## src/rtl/alu_pkg.sv

```systemverilog
// Shared ALU definitions: datapath width and divider FSM states.
package alu_pkg;

  localparam int unsigned ALU_WIDTH = 16;

  typedef enum logic [1:0] {
    IDLE = 2'd0,
    RUN  = 2'd1,
    DONE = 2'd2
  } div_state_t;

endpackage

```

## src/rtl/div16_seq_if.sv

```systemverilog
// Start/busy/done handshake and operand/result bus for the iterative divider.
interface div16_seq_if
  import alu_pkg::*;
#(
  parameter int unsigned WIDTH = ALU_WIDTH
) ();

  logic             start;
  logic [WIDTH-1:0] dividend;
  logic [WIDTH-1:0] divisor;
  logic             busy;
  logic             done;
  logic [WIDTH-1:0] quotient;
  logic [WIDTH-1:0] remainder;
  logic             div_by_zero;

  // Requester side (control unit).
  modport master (
    output start, dividend, divisor,
    input  busy, done, quotient, remainder, div_by_zero
  );

  // Divider side.
  modport slave (
    input  start, dividend, divisor,
    output busy, done, quotient, remainder, div_by_zero
  );

endinterface

```

## src/rtl/div16_seq_step.sv

```systemverilog
// One restoring shift-subtract iteration: shift the next dividend bit into the
// partial remainder and subtract the divisor when it fits.
module div_step #(
  parameter int unsigned WIDTH = 16
) (
  input  logic [WIDTH:0]   rem_i,
  input  logic             q_msb_i,
  input  logic [WIDTH-1:0] divisor_i,
  output logic [WIDTH:0]   rem_o,
  output logic             q_bit_o
);

  logic [WIDTH:0] trial;

  // The remainder is always below the divisor, so its top bit never carries
  // information into the next step.
  logic unused_rem_msb;
  assign unused_rem_msb = rem_i[WIDTH];

  // Compare-and-subtract on the shifted remainder.
  always_comb begin
    trial = {rem_i[WIDTH-1:0], q_msb_i};
    if (trial >= {1'b0, divisor_i}) begin
      rem_o   = trial - {1'b0, divisor_i};
      q_bit_o = 1'b1;
    end else begin
      rem_o   = trial;
      q_bit_o = 1'b0;
    end
  end

endmodule

```

## src/rtl/div16_seq.sv

```systemverilog
// Iterative unsigned divider: one quotient bit per clock, quotient and
// remainder delivered together with a one-cycle done pulse.
module div16_seq
  import alu_pkg::*;
#(
  parameter int unsigned WIDTH = ALU_WIDTH,
  parameter int unsigned CNT_W = 5
) (
  input  logic     clk,
  input  logic     rst,
  div16_seq_if.slave bus
);

  div_state_t       state_q;
  logic [WIDTH-1:0] q_q;
  logic [WIDTH-1:0] d_q;
  logic [WIDTH:0]   r_q;
  logic [CNT_W-1:0] cnt_q;
  logic             busy_q;
  logic             done_q;
  logic [WIDTH-1:0] quot_q;
  logic [WIDTH-1:0] rem_q;
  logic             dbz_q;

  logic [WIDTH:0]   r_next;
  logic             q_bit;

  div_step #(
    .WIDTH(WIDTH)
  ) u_step (
    .rem_i    (r_q),
    .q_msb_i  (q_q[WIDTH-1]),
    .divisor_i(d_q),
    .rem_o    (r_next),
    .q_bit_o  (q_bit)
  );

  assign bus.busy        = busy_q;
  assign bus.done        = done_q;
  assign bus.quotient    = quot_q;
  assign bus.remainder   = rem_q;
  assign bus.div_by_zero = dbz_q;

  // Control FSM, iteration registers and registered outputs.
  always_ff @(posedge clk) begin
    if (!rst) begin
      state_q <= IDLE;
      q_q     <= '0;
      d_q     <= '0;
      r_q     <= '0;
      cnt_q   <= '0;
      busy_q  <= 1'b0;
      done_q  <= 1'b0;
      quot_q  <= '0;
      rem_q   <= '0;
      dbz_q   <= 1'b0;
    end else begin
      done_q <= 1'b0;
      unique case (state_q)
        IDLE: begin
          if (bus.start) begin
            busy_q <= 1'b1;
            if (bus.divisor != '0) begin
              q_q     <= bus.dividend;
              d_q     <= bus.divisor;
              r_q     <= '0;
              cnt_q   <= '0;
              state_q <= RUN;
            end else begin
              // Zero divisor skips the loop, matching the modulo unit's result.
              quot_q  <= '0;
              rem_q   <= '0;
              dbz_q   <= 1'b1;
              done_q  <= 1'b1;
              state_q <= DONE;
            end
          end
        end
        RUN: begin
          q_q   <= {q_q[WIDTH-2:0], q_bit};
          r_q   <= r_next;
          cnt_q <= cnt_q + 1'b1;
          if (cnt_q == CNT_W'(WIDTH - 1)) begin
            quot_q  <= {q_q[WIDTH-2:0], q_bit};
            rem_q   <= r_next[WIDTH-1:0];
            dbz_q   <= 1'b0;
            done_q  <= 1'b1;
            state_q <= DONE;
          end
        end
        DONE: begin
          busy_q  <= 1'b0;
          state_q <= IDLE;
        end
        default: state_q <= IDLE;
      endcase
    end
  end

endmodule

```

## src/flat_wrapper.sv

```systemverilog
// flat-port wrapper written by rule: the top's interface ports become plain ports
module div16_seq_flat import alu_pkg::*;
#(
  parameter int unsigned WIDTH = ALU_WIDTH,
  parameter int unsigned CNT_W = 5
)
  (clk, rst, bus_start, bus_dividend, bus_divisor, bus_busy, bus_done, bus_quotient, bus_remainder, bus_div_by_zero);
  div16_seq_if #(.WIDTH(WIDTH)) bus_i ();
  input  logic clk;
  input  logic rst;
  input wire logic [$bits(bus_i.start)-1:0] bus_start;
  input wire logic [$bits(bus_i.dividend)-1:0] bus_dividend;
  input wire logic [$bits(bus_i.divisor)-1:0] bus_divisor;
  output wire logic [$bits(bus_i.busy)-1:0] bus_busy;
  output wire logic [$bits(bus_i.done)-1:0] bus_done;
  output wire logic [$bits(bus_i.quotient)-1:0] bus_quotient;
  output wire logic [$bits(bus_i.remainder)-1:0] bus_remainder;
  output wire logic [$bits(bus_i.div_by_zero)-1:0] bus_div_by_zero;
  assign bus_i.start = bus_start;
  assign bus_i.dividend = bus_dividend;
  assign bus_i.divisor = bus_divisor;
  assign bus_busy = bus_i.busy;
  assign bus_done = bus_i.done;
  assign bus_quotient = bus_i.quotient;
  assign bus_remainder = bus_i.remainder;
  assign bus_div_by_zero = bus_i.div_by_zero;
  div16_seq #(.WIDTH(WIDTH), .CNT_W(CNT_W)) u_core (.clk(clk), .rst(rst), .bus(bus_i));
endmodule
```

## config.mk

```make
export PLATFORM = sky130hd
export DESIGN_NAME = div16_seq_flat
export DESIGN_NICKNAME = d
export VERILOG_FILES = /design/src/rtl/alu_pkg.sv /design/src/rtl/div16_seq_if.sv /design/src/rtl/div16_seq_step.sv /design/src/rtl/div16_seq.sv /design/src/flat_wrapper.sv
export SDC_FILE = /design/constraint.sdc
export NUM_CORES = 1
export LEC_CHECK = 0
export ABC_AREA = 1
export CAP_MARGIN = 20
export CORE_MARGIN = 3
export CORE_UTILIZATION = 50
export DETAILED_ROUTE_END_ITERATION = 12
export GPL_TIMING_DRIVEN = 0
export PLACE_DENSITY = 0.76
export RECOVER_POWER = 100
export SLEW_MARGIN = 15
export SYNTH_ARGS = -nofsm -noshare
export SYNTH_HDL_FRONTEND = slang
export SYNTH_HIERARCHICAL = 1
export SYNTH_SLANG_ARGS = --single-unit
export TNS_END_PERCENT = 30
```

## constraint.sdc

```tcl
create_clock -name clk -period 2 [get_ports clk]
set_input_delay 0.4 -clock clk [delete_from_list [all_inputs] [get_ports clk]]
set_output_delay 0.4 -clock clk [all_outputs]
set_load 0.01 [all_outputs]
```

==> qor.txt <==
Chip Height: 108 um
CP Max Fanout: 5
Total congestion overflow: 0
Synthesized area per cell: 6.71 um2
Worst Path Required: 2300 ps
Kind of critical path: reg2reg
Core box area: 9950 um2
Dpl hpwl: 11600 um
Nets: 932
Via density per instance: 5.47
Max-cap viol count: 0
Setup tns final: -210 ps
Layout cells sized above 1: 0.243
Worst Setup End Kind: register
Worst-Margin Slew: 626 ps
I/O pins: 70
DR pass1 iterations: 5
Post-layout min period: 2110 ps
Initial antenna violation count: 0
First-pass GRT wire length: 25100 um
Final hold violations: 0
H-tree depth: 3
Failing checks: negative setup slack
Final setup vio count: 5
Number of CTS-inserted buffers: 9
DRT iter0 DRCs: 535
WL final: 16500 um
P&R area growth vs syn: 34.1%
Die X: 108 um
Drc violations: 0
Dpl ws: -192 ps
Clk slew on worst S/H paths: 100 ps
Sink Count: 90
Lkg Pwr: 0.00297 uW
CTS tree: yes
Reg2Reg Setup Slack: -110 ps
Final worst slack: -111 ps
Total track usage: 0.271
Worst hold start: rst
Worst min-delay path class: in2reg
Synthesized Nets: 832
Post-detailed-route count of antenna-violating nets: 0
Final worst-path cycle share: 1.06
Initial core utilization: 0.525
# diodes: 0
GPL Wtd Cong: 0.888
Syn Inst Count: 778
Warnings from Yosys: 6
Via count: 5560
Largest net degree at the start of global routing: 19
CP Launch Point: u_core/r_q[2]
Startpoint Class: register
Crit path DAT: 2410 ps
Final clock skew: 14.1 ps
Root Driver: clkbuf_8
Layout Utilization: 0.704
Avg WL per Cell: 16.3 um
RR Startpoint: u_core/r_q[2]
Total power per unit cell area: 803 nW/um2
Slew Viols, Final: 0
Die footprint: 11700 um2
Cell area after synthesis: 5220 um2
Fmax achieved: 474 MHz
Final hold slack: 393 ps
I/O Buffers: 68
Buffer depth of the longest clock path: 2
Status: complete, but fails checks
RSZ-0062 raised after global routing: yes
Slew HR: 0.583
Clk_lat worst skew: 380 ps
VDD IR-drop max: 548 uV
Row count: 36
Vias in the first global route: 5237
power by group:
part,internal [uW],switching [uW]
Sequential,1890,82.5
Clock,615,755
Combinational,956,1330
Total,3460,2160
registers in the layout (all words and copies together) (netlist names):
name and cells:
u_core/bus.remainder 16, u_core/q_q 16, u_core/cnt_q 5, u_core/bus.done 1
u_core/r_q 16, u_core/bus.div_by_zero 1, u_core/bus.quotient 16, u_core/d_q 16
u_core/bus.busy 1, u_core/state_q 2
final timing paths:
kind | cells past startpoint | end
max | 15 | u_core/bus.remainder[8]
max reg2reg | 15 | u_core/bus.remainder[8]
min | 3 | u_core/d_q[15]
min reg2reg | 2 | u_core/d_q[14]
stage by stage:
step	power [uW]	instances	area, um2
floorplan	3110	778	5220
global placement	3510	979	6070
detailed placement	3530	979	6070
CTS	5100	999	6550
global route	5890	1016	7000
finish	5620	1016	7000
critical path, stage by stage (launching register included):
cell and delay (ps):
dfxtp_1 450, ha_4 260, nand2_4 90, inv_2 30, nand2_1 70, nand2_1 70, nand2_2 90, nand3_4 80
nand2_4 100, nand2_8 80, inv_8 80, buf_8 130, nand2_2 70, nand2_2 80, nand4_1 130, a21oi_1 230
what timing repair did:
action                     in CTS  in global routing
gates resized for setup        42                122
hold buffers                    0                  0
setup endpoints to repair      47                 50
buffers inserted                5                 16
cloned                          1                  1
pin swaps                       7                 59
layer usage:
| layer | share of wire | vias to the layer above | global-route usage |
|---|---|---|---|
| met2 | 0.47 | 251 | 0.440 |
| met1 | 0.43 | 2538 | 0.370 |
| met3 | 0.075 | 34 | 0.0424 |
| met5 | 0 | - | 0 |
| met4 | 0.022 | 0 | 0.0893 |
| li1 | - | 2737 | - |
area by class of cell:
cell class	instances	area, um2
multi-input cells	549	3240
fillers	821	2950
clock buffers	9	124
repair buffers	91	891
clock inverters	7	90.1
flip-flops and latches	90	1850
well taps	133	166
plain buffers	47	297
inverters	90	350
placed cells by master, fill, tap and decap left out, types with 5 or more instances in the layout:
master / n
nor2_1: 68
dfxtp_2: 23
nor2_4: 6
o21ai_1: 9
nand2_1: 135
dlygate4sd3_1: 35
clkdlybuf4s50_1: 33
nand3_1: 83
nand4_1: 36
buf_4: 22
nand2_4: 7
dfxtp_4: 5
xor2_1: 6
a21oi_1: 77
ha_4: 16
inv_1: 69
inv_2: 19
clkbuf_1: 19
buf_2: 9
clkbuf_8: 9
buf_6: 10
dfxtp_1: 62
nand2_2: 46
nand3_4: 7
o21ai_0: 24
Power figures use the tool's default switching activity.
